<file path="src/rtl/mix_columns_engine.sv">
// Iterative AES MixColumns/InvMixColumns engine, COLS_PER_CYCLE columns per clock.
// Optional build macro MIXCOL_BYPASS_EN adds skip_mix for a pass-through (final round).
module mix_columns_engine #(
    parameter int NB             = 4,
    parameter int COLS_PER_CYCLE = 1
) (
    input  logic              clk,
    input  logic              rst,
    input  logic              in_valid,
    output logic              in_ready,
    input  logic              inv_mode,
`ifdef MIXCOL_BYPASS_EN
    input  logic              skip_mix,
`endif
    input  logic [32*NB-1:0]  state_in,
    output logic              out_valid,
    input  logic              out_ready,
    output logic [32*NB-1:0]  state_out,
    output logic [1:0]        o_dbg_state
);
    // Handshake: a transfer happens on a rising edge where valid and ready are both 1;
    // valid-side data is held stable until then, and ready never depends on valid.

    localparam int CW = $clog2(NB) + 1;

    if ((COLS_PER_CYCLE < 1) || ((NB % COLS_PER_CYCLE) != 0)) begin : g_bad_cfg
        $error("mix_columns_engine: COLS_PER_CYCLE must divide NB");
    end

    typedef enum logic [1:0] {
        S_IDLE = 2'd0,
        S_BUSY = 2'd1,
        S_DONE = 2'd2
    } fsm_t;

    fsm_t              r_fsm;
    fsm_t              w_fsm_nxt;
    logic [CW-1:0]     r_cnt;
    logic              r_inv;
    logic [32*NB-1:0]  r_state;
    logic [CW-1:0]     w_cnt_nxt;
    logic              w_last;
    logic              w_skip;
    logic [NB-1:0]     w_sel;
    logic [31:0]       w_mixed [NB];

    // GF(2^8) product by a 4-bit constant, built from an xtime chain (poly 0x11B)
    function automatic logic [7:0] xt(input logic [7:0] b);
        return {b[6:0], 1'b0} ^ (b[7] ? 8'h1b : 8'h00);
    endfunction

    function automatic logic [7:0] gm(input logic [7:0] b, input logic [3:0] k);
        logic [7:0] p2, p4, p8;
        p2 = xt(b);
        p4 = xt(p2);
        p8 = xt(p4);
        return (k[0] ? b : 8'h00) ^ (k[1] ? p2 : 8'h00) ^
               (k[2] ? p4 : 8'h00) ^ (k[3] ? p8 : 8'h00);
    endfunction

    function automatic logic [7:0] row(input logic [7:0] x0, input logic [7:0] x1,
                                       input logic [7:0] x2, input logic [7:0] x3,
                                       input logic inv);
        if (inv)
            return gm(x0, 4'he) ^ gm(x1, 4'hb) ^ gm(x2, 4'hd) ^ gm(x3, 4'h9);
        return gm(x0, 4'h2) ^ gm(x1, 4'h3) ^ x2 ^ x3;
    endfunction

    // Each output row uses the same coefficient row applied to rotated inputs
    function automatic logic [31:0] mix_col(input logic [31:0] a, input logic inv);
        logic [7:0] a0, a1, a2, a3;
        {a0, a1, a2, a3} = a;
        return {row(a0, a1, a2, a3, inv), row(a1, a2, a3, a0, inv),
                row(a2, a3, a0, a1, inv), row(a3, a0, a1, a2, inv)};
    endfunction

`ifdef MIXCOL_BYPASS_EN
    assign w_skip = skip_mix;
`else
    assign w_skip = 1'b0;
`endif

    assign w_cnt_nxt = r_cnt + CW'(COLS_PER_CYCLE);
    assign w_last    = (w_cnt_nxt == CW'(NB));

    for (genvar c = 0; c < NB; c++) begin : g_col
        assign w_mixed[c] = mix_col(r_state[32*(NB-c)-1 -: 32], r_inv);
        assign w_sel[c]   = (CW'(c) >= r_cnt) && (CW'(c) < w_cnt_nxt);
    end

    always_comb begin
        w_fsm_nxt = r_fsm;
        case (r_fsm)
            S_IDLE: if (in_valid) w_fsm_nxt = w_skip ? S_DONE : S_BUSY;
            S_BUSY: if (w_last) w_fsm_nxt = S_DONE;
            S_DONE: if (out_ready) w_fsm_nxt = S_IDLE;
            default: w_fsm_nxt = S_IDLE;
        endcase
    end

    always_ff @(posedge clk or posedge rst) begin
        if (rst) r_fsm <= S_IDLE;
        else     r_fsm <= w_fsm_nxt;
    end

    always_ff @(posedge clk or posedge rst) begin
        if (rst) begin
            r_state <= '0;
            r_cnt   <= '0;
            r_inv   <= 1'b0;
        end else if ((r_fsm == S_IDLE) && in_valid) begin
            r_state <= state_in;
            r_inv   <= inv_mode;
            r_cnt   <= '0;
        end else if (r_fsm == S_BUSY) begin
            for (int c = 0; c < NB; c++) begin
                if (w_sel[c]) r_state[32*(NB-c)-1 -: 32] <= w_mixed[c];
            end
            r_cnt <= w_cnt_nxt;
        end
    end

    assign in_ready    = (r_fsm == S_IDLE);
    assign out_valid   = (r_fsm == S_DONE);
    assign state_out   = r_state;
    assign o_dbg_state = r_fsm;
endmodule

</file>
<file path="config.mk">
export PLATFORM = sky130hd
export DESIGN_NAME = mix_columns_engine
export DESIGN_NICKNAME = d
export VERILOG_FILES = /design/src/rtl/mix_columns_engine.sv
export SDC_FILE = /design/constraint.sdc
export NUM_CORES = 1
export LEC_CHECK = 0
export ABC_AREA = 1
export CAP_MARGIN = 20
export CORE_UTILIZATION = 25
export DETAILED_ROUTE_END_ITERATION = 8
export DONT_BUFFER_PORTS = 1
export PLACE_DENSITY = 0.42
export SLEW_MARGIN = 20
export SYNTH_ARGS = -nofsm -noshare
export SYNTH_HDL_FRONTEND = slang
export SYNTH_SLANG_ARGS = --single-unit
</file>
<file path="constraint.sdc">
create_clock -name clk -period 5.1 [get_ports clk]
set_clock_uncertainty 0.2 [all_clocks]
set_input_delay 0.51 -clock clk [delete_from_list [all_inputs] [get_ports clk]]
set_output_delay 0.51 -clock clk [all_outputs]
set_load 0.05 [all_outputs]
</file>
==> reports/qor.yml, run 1 <==
status: "finished clean"
io_pins: 265
arrival_ns: 3.44
drt-wirelength-per-cell_um: 21.23
critical_path.max_fanout: 37
grt_pass1_wl_mm: 176.3
cts_htree_levels: 4
grt_usage_pct: 22.50
routabilityCongestion: 0.9271
routed-via-count: 26320
worstSkewPairLatency_ns: 0.53
dr.first_iter.drc_count: 1970
post-place-ws_ns: 1.882
rsz0062_at_grt: "no"
clock_sinks: 134
setup_viol: 0
core-area_mm2: 0.1051
rrSetupSlack_ns: 1.86
clk_pin_slew_ns: 0.08
start_util_pct: 25.19
crit_path_start: "o_dbg_state[0]"
routed_wl_mm: 121.5
synth_area_leaders: "nand2_1 (23%), xor2_1 (19%), dfrtp_1 (13%)"
hpwl_mm: 93.18
r2r-end: "state_out[122]"
die_h_um: 327.5
clk_path_buf_depth: 2
hold_path_class: "primary input to flop"
grt_pass1_vias: 25170
critPathCapture: "state_out[122]"
synth_top_flop_cell: "dfrtp_1"
ys_ff_latch: 134
hold_violations: 0
reg2reg_from: "o_dbg_state[0]"
ys_types: 44
overflow: 0
crit_required_ns: 5.30
nNetsFinal: 4456
fp.dieArea_mm2: 0.1072
start_kind: "flop"
synth-async-reset-ratio_pct: 100.0
fmax_mhz: 308.9
synth.avg_cell_area_um2: 6.116
endpoint_kind: "flop"
tightest_slew_ns: 1.106
fin_crit_sh_pct: 63.47
fin_util_pct: 27.89
slew_viol_final: 0
min_from: "state_in[95]"
io_buffers: 0
syn_inst: 4330
mappedNetlistArea_mm2: 0.02648
worstSetupPathType: "flop to flop"
antenna_left: 0
antenna_found_initial: 13
yosysWarningCount: 0
cpMaxStageDelayCell: "dfrtp_1"
vias_per_cell: 4.598
max_cap_viol_count: 0
grt_start_max_net_pins: 128
synth_commonest_cells: "nand2_1 (1,600), xor2_1 (575), inv_1 (347), xnor2_1 (325), nand3_1 (286)"
finalWorstPathRequiredPeriod_ns: 3.237
rows: 119
cts_root_buffer: "clkbuf_16"
die_w_um: 327.5
layout-drive-gt1-share_pct: 8.287
cp_slowest_stage_delay_ns: 0.67
yosysMostFrequentCell: "nand2_1"
cts_tree: "built"
syn_to_final_growth_pct: 10.68
crit_chain: "inv_1 -> nor2_1 -> buf_4 -> inv_1 -> nor2_2 -> o221ai_1 -> nand2_1 -> inv_2 -> a21oi_1 -> a21oi_1"
synth_top_area_cell: "nand2_1"
reg2reg_depth: 10
fin_setup_tns_ns: 0
numCtsBuffers: 17
synth-edff-count: 0
post-cts-setup-buffers: 0
max-slew-margin-rel_pct: 26.26
drc_errors: 0
syn_nets: 4467
yosysSeqAreaShare_pct: 12.66
worst_hold_slack_ns: 0.03154
dr.pass1.iters: 6
layout_setup_ws_ns: 1.863
synth_top_area_share_pct: 22.68
-- critical path, delay by kind of cell, from the launching register on --
family | cells | cell delay [ns]
buf+inv | 4 | 0.87
simple gates | 3 | 0.84
flops | 1 | 0.67
compound gates | 3 | 0.51
-- placed cells by master, fill, tap and decap left out, types with 6 or more instances in the layout --
| cell type | count |
|---|---|
| xor2_1 | 575 |
| nand2_1 | 1599 |
| xnor2_2 | 17 |
| o211ai_1 | 7 |
| o21ai_0 | 120 |
| inv_2 | 45 |
| nand3_1 | 286 |
| buf_4 | 89 |
| a21oi_1 | 144 |
| xor2_2 | 43 |
| o21ai_1 | 11 |
| nand3b_1 | 14 |
| dlygate4sd3_1 | 76 |
| o21bai_1 | 16 |
| o22ai_1 | 21 |
| nor2_1 | 253 |
| or2_2 | 7 |
| nand2_2 | 66 |
| clkbuf_16 | 17 |
| xnor2_1 | 325 |
| nand2_4 | 28 |
| dfrtp_1 | 133 |
| or2_1 | 19 |
| inv_1 | 345 |
| bufinv_16 | 6 |
| inv_4 | 9 |
| nand4_1 | 8 |
-- per-layer routing --
| metal | vias up | GRT usage, % | part of all wire (%) |
|---|---|---|---|
| met5 | - | 0 | 0.11 |
| met1 | 12170 | 29.85 | 46 |
| met2 | 798 | 35.44 | 44 |
| met3 | 198 | 4.996 | 6.6 |
| li1 | 13140 | - | - |
| met4 | 20 | 8.249 | 3.2 |
-- cells by family after synthesis --
| kind of cell | Yosys count | synth area share, % |
|---|---|---|
| xor gates and xnor gates | 970 | 34.49 |
| and+or+nand+nor | 2285 | 35.69 |
| AOI/OAI and AO/OA | 333 | 6.732 |
| adders and majority gates | 4 | 0.1890 |
| DFF | 134 | 12.66 |
| buffers and inverters | 604 | 10.24 |
-- timing repair --
| item | in CTS | in global routing |
|---|---|---|
| hold buffers | 76 | 0 |
| gates resized for setup | 0 | 0 |
| hold endpoints to repair | 124 | 0 |
-- worst min path at each step --
stage	slack, ns	end	depth (start not counted)
final	0.03	state_out[95]	2
after global routing	0.03	state_out[127]	2
after CTS	0.00008	state_out[29]	4
after detailed placement	0.27	state_out[90]	1
after global placement	0.27	state_out[90]	1
after floorplan	0.32	r_cnt[0]	1
-- flip-flops by register name, summed over array words and instances, names as in the netlist --
register     count
r_cnt            3
r_inv            1
state_out      128
o_dbg_state      2
-- layout make-up --
cell class                 count  area [µm²]
antenna                        2       5.005
timing repair buffer         169        1509
multi-input combinational   3592       20460
inverter                     405        1559
clock buffer                  18       439.2
sequential                   134        3357
fill                       11940       75810
tap                         1391        1740
clock inverter                14       247.7
-- metrics by stage --
step | std cells | area [µm²]
finish | 5725 | 29310
global route | 5725 | 29310
CTS | 5723 | 29310
detailed placement | 5615 | 27860
global placement | 5615 | 27860
floorplan | 4330 | 26480
Power of run 1 is left out: the tool's default activity adds up to more than one toggle a clock period on the data nets, which glitch-free logic cannot reach.
==> inputs of run 2 (changes only) <==
==> constraint.sdc (replaced) <==
create_clock -name clk -period 3 [get_ports clk]
set_clock_uncertainty 0.2 [all_clocks]
set_input_delay 0.3 -clock clk [delete_from_list [all_inputs] [get_ports clk]]
set_output_delay 0.3 -clock clk [all_outputs]
set_load 0.05 [all_outputs]
==> reports/qor.yml, run 2 (synthesized netlist as in run 1, its figures left out) <==
grt_pass1_vias: 25770
antenna_found_initial: 8
critical_path.max_fanout: 16
layout_setup_ws_ns: 0.3447
cts_root_buffer: "clkbuf_16"
numCtsBuffers: 17
fmax_mhz: 376.6
routabilityCongestion: 0.9578
stdcell_area_mm2: 0.03103
worstSkewPairLatency_ns: 0.53
io_pins: 265
dr.first_iter.drc_count: 2313
cts_tree: "built"
rsz0062_at_grt: "no"
io_buffers: 0
crit_chain: "ha_1 -> ha_1 -> inv_1 -> nor2_1 -> inv_1 -> a31oi_4 -> inv_1 -> o21ai_0 -> o22ai_1"
post-place-ws_ns: 0.4172
num-fill-cells: 11840
cts_htree_levels: 4
layout-drive-gt1-share_pct: 11.36
routed-via-count: 27300
fp.dieArea_mm2: 0.1072
final_common_cell: "nand2_1"
max_cap_viol_count: 0
nNetsFinal: 4668
path_common_cell: "inv_1"
core-area_mm2: 0.1051
cts_repair_resize_count: 0
drc_errors: 0
post-cts-setup-buffers: 0
rows: 119
clk_pin_slew_ns: 0.08
cts_hold_buf: 131
routed_wl_mm: 121.5
syn_to_final_growth_pct: 17.17
drt-wirelength-per-cell_um: 20.46
max-slew-margin-rel_pct: 51.63
cp_slowest_stage_delay_ns: 0.43
fin_crit_sh_pct: 88.51
dr.pass1.iters: 6
start_util_pct: 25.19
hold_violations: 0
finalWorstPathRequiredPeriod_ns: 2.655
crit_family: "compound AO/OA/AOI/OAI gates"
slew_viol_final: 0
antenna_left: 0
setup_viol: 0
start_kind: "flop"
largest_reg_flops: 128
fin_setup_tns_ns: 0
worstSetupPathType: "flop to flop"
hpwl_mm: 95.96
cpMaxStageDelayCell: "dfrtp_1"
final_cell_mix: "nand2_1 (1,599), xor2_1 (575), inv_1 (345), xnor2_1 (325), nand3_1 (286)"
hold_path_class: "primary input to flop"
grt_usage_pct: 22.46
instances_no_fill: 5937
die_h_um: 327.5
grt_start_max_net_pins: 101
critPathBufInv: 3
dpl_cell_area_mm2: 0.02910
endpoint_kind: "flop"
clock_sinks: 134
vias_per_cell: 4.599
overflow: 0
grt_pass1_wl_mm: 177.8
status: "finished clean"
clk_path_buf_depth: 2
arrival_ns: 2.90
tightest_slew_ns: 0.7255
placed_cells: 5772
die_w_um: 327.5
crit_required_ns: 3.25
## run 2: changes by cell type in the layout (fill, tap and decap cells not counted), sizes merged
cell         previous run  this run
inv                   403       404
buf                    93       250
dlygate4sd3            76       131
clkinvlp                2         4
bufinv                  6         3
## run 2: path summary, 6_finish.rpt
path / startpoint / endpoint / slack (ns) / cells after the start
max in group asynchronous: rst / state_out[108] / 1.92 / 3
max reg2reg: r_cnt[0] / state_out[79] / 0.34 / 9
min: in_valid / state_out[93] / 0.11 / 5
max: r_cnt[0] / state_out[79] / 0.34 / 9
min in group asynchronous: rst / state_out[85] / 0.14 / 3
min reg2reg: state_out[81] / state_out[81] / 0.35 / 2
## run 2: layer usage
metal | global-route usage, % | share of wire [%] | vias up
met2 | 36.29 | 45 | 817
met5 | 0 | 0.064 | -
met1 | 30.72 | 46 | 12780
li1 | - | - | 13570
met3 | 3.978 | 6.4 | 130
met4 | 5.384 | 2.0 | 14
## run 2: final cells by class
| class | count | area (µm²) | share of cell area [%] |
|---|---|---|---|
| Antenna cell | 2 | 5.005 | 0.01613 |
| Clock buffer | 18 | 439.2 | 1.415 |
| Clock inverter | 14 | 175.2 | 0.5645 |
| Inverter | 405 | 1558 | 5.020 |
| Multi-Input combinational cell | 3592 | 20460 | 65.92 |
| Sequential cell | 134 | 3357 | 10.82 |
| Tap cell | 1391 | 1740 | 5.609 |
| Timing Repair Buffer | 381 | 3301 | 10.64 |
## run 2: metrics by stage
step           util, %  hold slack (ns)
6_report         29.52           0.1139
2_1_floorplan        -           0.2075
5_1_grt          29.52           0.1635
3_3_place_gp     27.68           0.1468
3_5_place_dp     27.68           0.1538
4_1_cts          29.52           0.1182
## run 2: worst min-delay path, cell delays in order
cell and delay (ns):
nand2_4 0.07, buf_12 0.19, nand2_1 0.11, o21ai_1 0.06, nand2_1 0.05
Power of run 2 is left out for the same reason.
==> inputs of run 3 (changes only) <==
--- a/config.mk
+++ b/config.mk
@@ -7,10 +7,10 @@
 export LEC_CHECK = 0
 export ABC_AREA = 1
 export CAP_MARGIN = 20
-export CORE_UTILIZATION = 25
+export CORE_UTILIZATION = 65
 export DETAILED_ROUTE_END_ITERATION = 8
 export DONT_BUFFER_PORTS = 1
-export PLACE_DENSITY = 0.42
+export PLACE_DENSITY = 0.85
 export SLEW_MARGIN = 20
 export SYNTH_ARGS = -nofsm -noshare
 export SYNTH_HDL_FRONTEND = slang
==> reports/qor.yml, run 3 (synthesized netlist as in run 1, its figures left out) <==
status: "finished clean"
io_buffers: 0
rows: 73
setup_viol: 0
dr.pass1.iters: 6
critical_path.max_fanout: 24
cts_repair_resize_count: 0
cpMaxStageDelayCell: "inv_1"
numCtsBuffers: 17
layout-drive-gt1-share_pct: 10.68
overflow: 0
grt_util_met2_pct: 73.83
worstSetupPathType: "flop to flop"
io_pins: 265
drt-wirelength-per-cell_um: 20.09
num-fill-cells: 3348
start_util_pct: 66.35
clk_path_buf_depth: 2
antenna_left: 0
die_w_um: 203.9
routed-via-count: 29200
reg2reg_depth: 9
cp_slowest_stage_delay_ns: 0.71
path_common_cell: "inv_1"
routed_wl_mm: 101.2
slew_viol_final: 0
worstSkewPairLatency_ns: 0.51
final_cell_mix: "nand2_1 (1,599), xor2_1 (575), inv_1 (345), xnor2_1 (325), nand3_1 (286)"
hold_violations: 0
core-area_mm2: 0.03991
clk_pin_slew_ns: 0.07
stdcell_area_mm2: 0.02962
clock_sinks: 134
start_kind: "flop"
cts_root_buffer: "clkbuf_16"
fin_util_pct: 74.20
arrival_ns: 3.07
hpwl_mm: 74.99
post-place-ws_ns: 0.2611
post-cts-setup-buffers: 0
multi_input_area_mm2: 0.02046
die_h_um: 203.9
max_cap_viol_count: 0
drc_errors: 0
fin_crit_sh_pct: 95.05
grt.busiest_layer: "met2"
cts_tree: "built"
endpoint_kind: "flop"
syn_to_final_growth_pct: 11.82
vias_per_cell: 5.797
grt_usage_pct: 48.65
met1_usage_pct: 60.49
seq_area_mm2: 0.003357
crit_chain: "ha_1 -> ha_1 -> inv_1 -> nor2_1 -> inv_1 -> a31oi_4 -> inv_1 -> o21ai_0 -> o22ai_1"
largest_reg_flops: 128
max-slew-margin-rel_pct: 35.39
hold_path_class: "primary input to async pin"
fp.dieArea_mm2: 0.04156
layout_setup_ws_ns: 0.1486
cts_htree_levels: 4
grt_start_max_net_pins: 172
fmax_mhz: 350.7
final_common_cell: "nand2_1"
dr.first_iter.drc_count: 3617
dpl_cell_area_mm2: 0.02774
finalWorstPathRequiredPeriod_ns: 2.851
grt.met3_usage_pct: 12.34
rsz0062_at_grt: "no"
crit_required_ns: 3.22
routabilityCongestion: 1.084
fin_setup_tns_ns: 0
grt_pass1_vias: 27460
nNetsFinal: 4635
grt_pass1_wl_mm: 154.7
antenna_found_initial: 2
tightest_slew_ns: 0.9680
## run 3: changes by cell type in the layout (fill, tap and decap cells not counted), sizes merged
cell and delta:
bufinv -2, clkinv +2, inv -2, buf -33
clkinvlp +2
## run 3: worst max-delay path, delay by kind of cell (launching register included)
family	cells	cell delay (ns)
adders and majority gates	2	0.53
buffers and inverters	3	0.94
DFF	1	0.43
and+or+nand+nor	1	0.06
AOI/OAI and AO/OA	3	0.58
## run 3: timing repair
item,in CTS,in global routing
hold buffers,131,0
setup endpoints to repair,0,0
endpoints found under the hold margin,264,0
## run 3: final timing paths
| check | start | slack (ns) | end |
|---|---|---|---|
| setup / recovery | r_cnt[0] | 0.15 | state_out[89] |
| hold / removal | rst | 0.11 | state_out[48] |
| setup reg to reg | r_cnt[0] | 0.15 | state_out[89] |
| hold reg to reg | r_cnt[0] | 0.38 | r_cnt[0] |
| min in group clk | state_in[43] | 0.11 | state_out[43] |
| max in group asynchronous | rst | 1.77 | state_out[11] |
## run 3: metrics by stage
step | hold WS [ns] | instances
6_report | 0.1057 | 5038
5_1_grt | 0.1560 | 5036
4_1_cts | 0.03364 | 5036
3_5_place_dp | 0.02358 | 4873
3_3_place_gp | 0.01669 | 4873
2_1_floorplan | 0.2075 | 4330
## run 3: layout make-up
cell class | instances | area share, %
clock inverters | 14 | 0.4394
repair buffers | 348 | 10.22
clock buffers | 18 | 1.449
diodes | 2 | 0.01690
flip-flops and latches | 134 | 11.34
well taps | 525 | 2.218
multi-input cells | 3592 | 69.07
inverters | 405 | 5.247
## run 3: metal layers
| layer | part of all wire (%) | vias to the layer above |
|---|---|---|
| li1 | - | 13500 |
| met1 | 37 | 13080 |
| met2 | 43 | 2092 |
| met3 | 13 | 533 |
| met4 | 7.1 | 4 |
| met5 | 0.025 | - |
Power of run 3 is left out for the same reason.
